==> src/rtl/candle_led_driver_if.sv <==
// Candle LED driver bus: lit requests and enable in, LED drive and status out.
interface candle_led_driver_if #(
    parameter int unsigned NUM_CANDLES = 8
);
    localparam int unsigned CNT_W = $clog2(NUM_CANDLES + 1);

    logic [NUM_CANDLES-1:0] candle_state;
    logic                   enable;
    logic [NUM_CANDLES-1:0] led;
    logic                   busy;
    logic [CNT_W-1:0]       lit_count;

    modport master (
        output candle_state,
        output enable,
        input  led,
        input  busy,
        input  lit_count
    );

    modport slave (
        input  candle_state,
        input  enable,
        output led,
        output busy,
        output lit_count
    );
endinterface

==> src/rtl/candle_led_driver.sv <==
// Candle LED driver: per-candle fade-in/fade-out FSM with LFSR flicker and PWM output.
// Flicker taps the low PWM_BITS of a rotated 16-bit LFSR, so PWM_BITS must be <= 16.
module candle_led_driver #(
    parameter int unsigned NUM_CANDLES   = 8,
    parameter int unsigned PWM_BITS      = 8,
    parameter int unsigned TICK_DIV      = 100000,
    parameter int unsigned FADE_STEP     = 4,
    parameter int unsigned FLICKER_DEPTH = 64,
    parameter logic [15:0] LFSR_SEED     = 16'hACE1
) (
    input logic           sys_clk,
    input logic           rst,
    candle_led_driver_if.slave bus
);
    localparam int unsigned CNT_W = $clog2(NUM_CANDLES + 1);
    localparam int unsigned PW    = $clog2(TICK_DIV);
    localparam logic [PWM_BITS-1:0] FULL       = '1;
    localparam logic [PWM_BITS:0]   STEP       = (PWM_BITS + 1)'(FADE_STEP);
    localparam logic [PWM_BITS-1:0] FLICK_MASK = PWM_BITS'(FLICKER_DEPTH - 1);
    localparam logic [PW-1:0]       PRESC_MAX  = PW'(TICK_DIV - 1);

    typedef enum logic [1:0] {StOff, StFadeIn, StLit, StFadeOut} state_e;

    state_e              state_q   [NUM_CANDLES];
    logic [PWM_BITS-1:0] level_q   [NUM_CANDLES];
    logic [PWM_BITS-1:0] flick_q   [NUM_CANDLES];
    logic [PWM_BITS-1:0] flick_new [NUM_CANDLES];
    logic [PWM_BITS-1:0] up_lvl    [NUM_CANDLES];
    logic [PWM_BITS-1:0] dn_lvl    [NUM_CANDLES];
    logic [PWM_BITS-1:0] duty      [NUM_CANDLES];
    logic [PWM_BITS:0]   sum_w     [NUM_CANDLES];
    logic [PWM_BITS:0]   diff_w    [NUM_CANDLES];

    logic [PW-1:0]          presc_q;
    logic [PWM_BITS-1:0]    pwm_q;
    logic [15:0]            lfsr_q;
    logic [15:0]            lfsr_next;
    logic                   tick;
    logic [NUM_CANDLES-1:0] led_q, led_d;
    logic                   busy_q, busy_d;
    logic [CNT_W-1:0]       lit_count_q, lit_count_d;

    assign tick      = bus.enable && (presc_q == PRESC_MAX);
    // Galois step for x^16+x^14+x^13+x^11, shifting right.
    assign lfsr_next = {1'b0, lfsr_q[15:1]} ^ (lfsr_q[0] ? 16'hB400 : 16'h0000);

    // Saturating fade arithmetic, duty selection and per-candle flicker taps.
    always_comb begin
        for (int i = 0; i < NUM_CANDLES; i++) begin
            sum_w[i]     = {1'b0, level_q[i]} + STEP;
            diff_w[i]    = {1'b0, level_q[i]} - STEP;
            up_lvl[i]    = sum_w[i][PWM_BITS] ? FULL : sum_w[i][PWM_BITS-1:0];
            dn_lvl[i]    = diff_w[i][PWM_BITS] ? '0 : diff_w[i][PWM_BITS-1:0];
            duty[i]      = (state_q[i] == StLit) ? (FULL - flick_q[i]) : level_q[i];
            flick_new[i] = PWM_BITS'({lfsr_q, lfsr_q} >> ((2 * i) % 16)) & FLICK_MASK;
        end
    end

    // Next values for LED drive and status outputs.
    always_comb begin
        led_d       = '0;
        busy_d      = 1'b0;
        lit_count_d = '0;
        for (int i = 0; i < NUM_CANDLES; i++) begin
            led_d[i] = bus.enable && ((duty[i] == FULL) || (pwm_q < duty[i]));
            if (state_q[i] == StFadeIn || state_q[i] == StFadeOut) busy_d = 1'b1;
            if (state_q[i] == StLit) lit_count_d = lit_count_d + CNT_W'(1);
        end
    end

    // Timebase: prescaler, PWM counter, LFSR and latched flicker; all frozen when disabled.
    always_ff @(posedge sys_clk) begin
        if (rst) begin
            presc_q <= '0;
            pwm_q   <= '0;
            lfsr_q  <= LFSR_SEED;
            for (int i = 0; i < NUM_CANDLES; i++) flick_q[i] <= '0;
        end else if (bus.enable) begin
            presc_q <= tick ? '0 : presc_q + PW'(1);
            pwm_q   <= pwm_q + PWM_BITS'(1);
            if (tick) begin
                lfsr_q <= lfsr_next;
                for (int i = 0; i < NUM_CANDLES; i++) flick_q[i] <= flick_new[i];
            end
        end
    end

    // Per-candle fade FSM; requests are only looked at on tick cycles.
    always_ff @(posedge sys_clk) begin
        if (rst) begin
            for (int i = 0; i < NUM_CANDLES; i++) begin
                state_q[i] <= StOff;
                level_q[i] <= '0;
            end
        end else if (tick) begin
            for (int i = 0; i < NUM_CANDLES; i++) begin
                unique case (state_q[i])
                    StOff: begin
                        if (bus.candle_state[i]) state_q[i] <= StFadeIn;
                    end
                    StFadeIn: begin
                        if (!bus.candle_state[i]) begin
                            state_q[i] <= StFadeOut;
                        end else begin
                            level_q[i] <= up_lvl[i];
                            if (up_lvl[i] == FULL) state_q[i] <= StLit;
                        end
                    end
                    StLit: begin
                        if (!bus.candle_state[i]) state_q[i] <= StFadeOut;
                    end
                    StFadeOut: begin
                        if (bus.candle_state[i]) begin
                            state_q[i] <= StFadeIn;
                        end else begin
                            level_q[i] <= dn_lvl[i];
                            if (dn_lvl[i] == '0) state_q[i] <= StOff;
                        end
                    end
                endcase
            end
        end
    end

    // Registered outputs.
    always_ff @(posedge sys_clk) begin
        if (rst) begin
            led_q       <= '0;
            busy_q      <= 1'b0;
            lit_count_q <= '0;
        end else begin
            led_q       <= led_d;
            busy_q      <= busy_d;
            lit_count_q <= lit_count_d;
        end
    end

    assign bus.led       = led_q;
    assign bus.busy      = busy_q;
    assign bus.lit_count = lit_count_q;
endmodule

==> src/flat_wrapper.sv <==
// flat-port wrapper written by rule: the top's interface ports become plain ports
module candle_led_driver_flat 
#(
    parameter int unsigned NUM_CANDLES   = 8,
    parameter int unsigned PWM_BITS      = 8,
    parameter int unsigned TICK_DIV      = 100000,
    parameter int unsigned FADE_STEP     = 4,
    parameter int unsigned FLICKER_DEPTH = 64,
    parameter logic [15:0] LFSR_SEED     = 16'hACE1
)
  (sys_clk, rst, bus_candle_state, bus_enable, bus_led, bus_busy, bus_lit_count);
  candle_led_driver_if #(.NUM_CANDLES(NUM_CANDLES)) bus_i ();
  input logic sys_clk;
  input logic rst;
  input wire logic [$bits(bus_i.candle_state)-1:0] bus_candle_state;
  input wire logic [$bits(bus_i.enable)-1:0] bus_enable;
  output wire logic [$bits(bus_i.led)-1:0] bus_led;
  output wire logic [$bits(bus_i.busy)-1:0] bus_busy;
  output wire logic [$bits(bus_i.lit_count)-1:0] bus_lit_count;
  assign bus_i.candle_state = bus_candle_state;
  assign bus_i.enable = bus_enable;
  assign bus_led = bus_i.led;
  assign bus_busy = bus_i.busy;
  assign bus_lit_count = bus_i.lit_count;
  candle_led_driver #(.NUM_CANDLES(NUM_CANDLES), .PWM_BITS(PWM_BITS), .TICK_DIV(TICK_DIV), .FADE_STEP(FADE_STEP), .FLICKER_DEPTH(FLICKER_DEPTH), .LFSR_SEED(LFSR_SEED)) u_core (.sys_clk(sys_clk), .rst(rst), .bus(bus_i));
endmodule
==> config.mk <==
export PLATFORM = sky130hd
export DESIGN_NAME = candle_led_driver_flat
export DESIGN_NICKNAME = d
export VERILOG_FILES = /design/src/rtl/candle_led_driver_if.sv /design/src/rtl/candle_led_driver.sv /design/src/flat_wrapper.sv
export SDC_FILE = /design/constraint.sdc
export NUM_CORES = 1
export LEC_CHECK = 0
export BUFFER_PORTS_ARGS = -buffer_cell sky130_fd_sc_hd__buf_2
export CAP_MARGIN = 0
export CORE_UTILIZATION = 45
export DETAILED_ROUTE_END_ITERATION = 16
export GPL_TIMING_DRIVEN = 0
export HOLD_SLACK_MARGIN = 0.08
export PLACE_DENSITY = 0.61
export SKIP_LAST_GASP = 1
export SYNTH_ARGS = -nofsm -noshare
export SYNTH_HDL_FRONTEND = slang
export SYNTH_SLANG_ARGS = --single-unit
==> constraint.sdc <==
create_clock -name sys_clk -period 4.5 [get_ports sys_clk]
set_input_delay 0 -clock sys_clk [delete_from_list [all_inputs] [get_ports sys_clk]]
set_output_delay 0 -clock sys_clk [all_outputs]
set_load 0.02 [all_outputs]
==> results.py <==
metrics = {
    "final_layout": {
        "area_delta_synth_final_pct": 10.01,
        "nNetsFinal": 1507,
        "layout-drive-gt1-share": 0.06643,
        "num-fill-cells": 2436,
        "final_cell_area_um2": 12810,
        "n_antenna_cell": 0,
    },
    "global_routing": {
        "grt_pass1_vias": 10040,
        "grt_first_pass_wirelength_mm": 52.20,
        "track_usage": 0.2512,
        "grt_max_degree": 34,
        "grt-ovfl-total": 0,
        "antenna_found_initial": 0,
    },
    "pwr": {
        "total_power_mw": 3.673,
        "ir_drop_uv": 219.5,
        "p_leak_nw": 5.191,
        "pwr_density_cell_nw_per_um2": 286.8,
    },
    "sta": {
        "holdWs_ns": 0.1514,
        "slew_headroom": 0.3125,
        "finClkSkew_ns": 0.008209,
        "maxSlewViolCount": 0,
        "final_hold_viol_count": 0,
        "rsz0062_at_grt": "no",
        "final.period_utilization": 0.9250,
        "worstMarginPinSlew_ns": 1.031,
        "final.min_clock_period_ns": 4.162,
        "setup_viol": 0,
        "max_freq_ghz": 0.2403,
    },
    "synth": {
        "yosys-top-cells-area": "edfxtp_1, dfxtp_1, ha_1",
        "netlist_instances": 1371,
        "syn_area_per_cell_um2": 8.492,
        "yosysSeqAreaShare": 0.3611,
        "synthArstFlopShare": 0,
        "yosys_warnings": 0,
        "mappedNetlistArea_um2": 11640,
        "synthesis.nets": 1461,
        "ys_top_cells_by_count": "nor2_1, a21oi_1, nand2_1",
        "yosys_most_used_dff": "edfxtp_1",
        "ys_ff_latch": 158,
        "synth_area_leader_cell": "edfxtp_1",
        "synth_cell_types": 81,
        "synth_edf_count": 104,
        "synth_top_area_frac": 0.2682,
        "yosys.cell_count.top_type": "nor2_1",
    },
    "clock_tree": {
        "cts_buffer_depth": 2,
        "numCtsBuffers": 17,
        "root_buffer": "clkbuf_16",
        "cts_sinks": 158,
        "worstSkewPairLatency_ns": 0.43,
        "h-tree-depth": 4,
        "tritoncts": "built",
        "post_cts_buffers": 0,
        "clk_pin_slew_ns": 0.07,
    },
    "min_path": {
        "min_from": "bus_candle_state[5]",
        "min_to": "u_core.state_q[5][0]$_SDFFCE_PP0P_",
        "hold_path.class": "input pin to flip-flop",
        "min_path_cells": 3,
    },
    "die": {
        "rows": 58,
        "start_util": 0.4610,
        "core_area_um2": 25250,
        "ios": 24,
        "die_x_um": 162.8,
        "die_area_um2": 26520,
        "die_y_um": 162.8,
    },
    "detailed_routing": {
        "vias": 10480,
        "first_pass_iters": 5,
        "drc": 0,
        "ant_nets": 0,
        "wl_per_cell_um": 18.44,
        "viasPerCell": 5.954,
        "routed_wl_mm": 32.46,
        "first_iter_violations": 799,
    },
    "critical_path": {
        "end_kind": "flip-flop",
        "r2r_start": "u_core.state_q[1][1]$_SDFFCE_PP0P_",
        "r2r_cells": 13,
        "critPathMaxStageDelay_ns": 0.51,
        "startpoint_type": "flip-flop",
        "path_delay_family": "XOR/XNOR gates",
        "crit_buf_inv": 2,
        "path_class": "flip-flop to flip-flop",
        "worstPathArrival_ns": 4.49,
        "crit_chain": "nor2b_4, inv_1, ha_2, xnor3_2, inv_1, ha_1, xor2_1, o221a_2, ha_1, xnor3_1, o22ai_1, a311oi_1, nor3_1",
        "r2r-end": "u_core.bus.lit_count[3]$_SDFF_PP0_",
        "cp_max_fo": 14,
        "rrSetupSlack_ns": 0.34,
        "slowest_stage": "edfxtp_1",
        "required_ns": 4.83,
    },
    "placement": {
        "port_buffers": 22,
        "hpwl_mm": 23.12,
        "gp_congestion": 0.9006,
        "dpl_cell_area_um2": 12170,
    },
    "outcome": {
        "status": "completed",
    },
    "flow_run": {
        "drv_cap": 0,
    },
}
==> per-stage QoR <==
| step | std cells | setup slack (ns) | util | TNS, ns |
|---|---|---|---|---|
| after floorplan | 1371 | 0.4947 | - | 0 |
| after global placement | 1723 | -0.08564 | 0.4817 | -0.09751 |
| after detailed placement | 1723 | -0.2085 | 0.4818 | -0.3482 |
| after CTS | 1763 | 0.06313 | 0.5072 | 0 |
| after global routing | 1760 | 0.1376 | 0.5071 | 0 |
| final | 1760 | 0.3377 | 0.5071 | 0 |
==> area by class of cell <==
class / count / area, µm² / area share
Sequential cell: 158 / 4204 / 0.3283
Inverter: 37 / 138.9 / 0.01084
Multi-Input combinational cell: 1092 / 6978 / 0.5448
Timing Repair Buffer: 30 / 190.2 / 0.01485
Clock buffer: 24 / 493.0 / 0.03849
Buffer: 81 / 337.8 / 0.02638
Tap cell: 330 / 412.9 / 0.03224
Clock inverter: 8 / 52.55 / 0.004103
==> logic make-up (layout without fill, tap and decap cells) <==
group	count (synthesis)	count (layout)	share of synthesized area
flops	158	158	0.3611
simple gates	598	598	0.2614
mux	12	12	0.01171
buf+inv	121	180	0.04181
compound gates	328	328	0.1801
xor+xnor	73	73	0.05728
fa+ha+maj	81	81	0.08662
==> placed cells by master (no fill, tap or decap), types with 5 or more instances in the layout <==
cell           count
nor2_1           175
a21oi_1          108
nand2_1          106
edfxtp_1         104
ha_1              78
nand3_1           71
clkbuf_1          66
o21ai_0           60
dfxtp_1           54
a21o_1            41
xnor2_1           39
nor3_1            38
inv_1             37
xor2_1            31
buf_2             30
nand4_1           30
and3_1            25
nand2b_1          24
nor2b_1           23
and2_1            22
or3_1             21
clkbuf_16         18
o22ai_1           17
nor4_1            15
a211o_1           13
nand3b_1          10
a211oi_1           9
mux2i_1            8
a31oi_1            8
o211a_1            8
dlygate4sd3_1      8
o31ai_1            7
o21a_1             6
nor3b_1            5
buf_1              5
a31o_2             5
o32ai_1            5
o21bai_1           5
==> power by group <==
group	switching (mW)	internal [mW]	leakage [nW]
logic	0.367	0.237	3.47
clock network	0.619	0.771	0.275
registers	0.0668	1.61	1.44
==> worst reg2reg max path, stage by stage (launching register included) <==
cell and delay [ns]:
edfxtp_1 0.51, nor2b_4 0.29, inv_1 0.24, ha_2 0.48, xnor3_2 0.51, inv_1 0.11
ha_1 0.23, xor2_1 0.17, o221a_2 0.31, ha_1 0.23, xnor3_1 0.38, o22ai_1 0.20
a311oi_1 0.12, nor3_1 0.28
==> worst max path at each step <==
stage	slack, ns	cells past startpoint	startpoint	to
2_1_floorplan	0.49	19	u_core.state_q[0][0]$_SDFFCE_PP0P_	u_core.bus.lit_count[2]$_SDFF_PP0_
3_3_place_gp	-0.09	16	u_core.state_q[0][0]$_SDFFCE_PP0P_	u_core.bus.lit_count[3]$_SDFF_PP0_
3_5_place_dp	-0.21	16	u_core.state_q[0][0]$_SDFFCE_PP0P_	u_core.bus.lit_count[3]$_SDFF_PP0_
4_1_cts	0.06	16	u_core.state_q[0][0]$_SDFFCE_PP0P_	u_core.bus.lit_count[3]$_SDFF_PP0_
5_1_grt	0.14	13	u_core.state_q[1][1]$_SDFFCE_PP0P_	u_core.bus.lit_count[3]$_SDFF_PP0_
6_report	0.34	13	u_core.state_q[1][1]$_SDFFCE_PP0P_	u_core.bus.lit_count[3]$_SDFF_PP0_
==> sequential cells by signal, indices dropped and copies added, names as in the netlist <==
signal,flops
u_core.bus.busy,1
u_core.bus.led,8
u_core.bus.lit_count,4
u_core.flick_q,24
u_core.level_q,64
u_core.lfsr_q,16
u_core.presc_q,17
u_core.pwm_q,8
u_core.state_q,16
==> layer usage <==
| metal | vias up | track usage | part of all wire |
|---|---|---|---|
| met5 | - | 0 | 0 |
| met4 | 0 | 0.08454 | 0.022 |
| met3 | 53 | 0.02827 | 0.053 |
| met2 | 320 | 0.4236 | 0.47 |
| met1 | 5003 | 0.3327 | 0.46 |
| li1 | 5103 | - | - |
==> timing repair <==
action | CTS | global route
hold endpoints to repair | 10 | 0
resized for setup | 5 | 2
hold buffers | 8 | 0
endpoints found under the setup margin | 3 | 2
pin swaps | 0 | 0
Power figures use the tool's default switching activity.
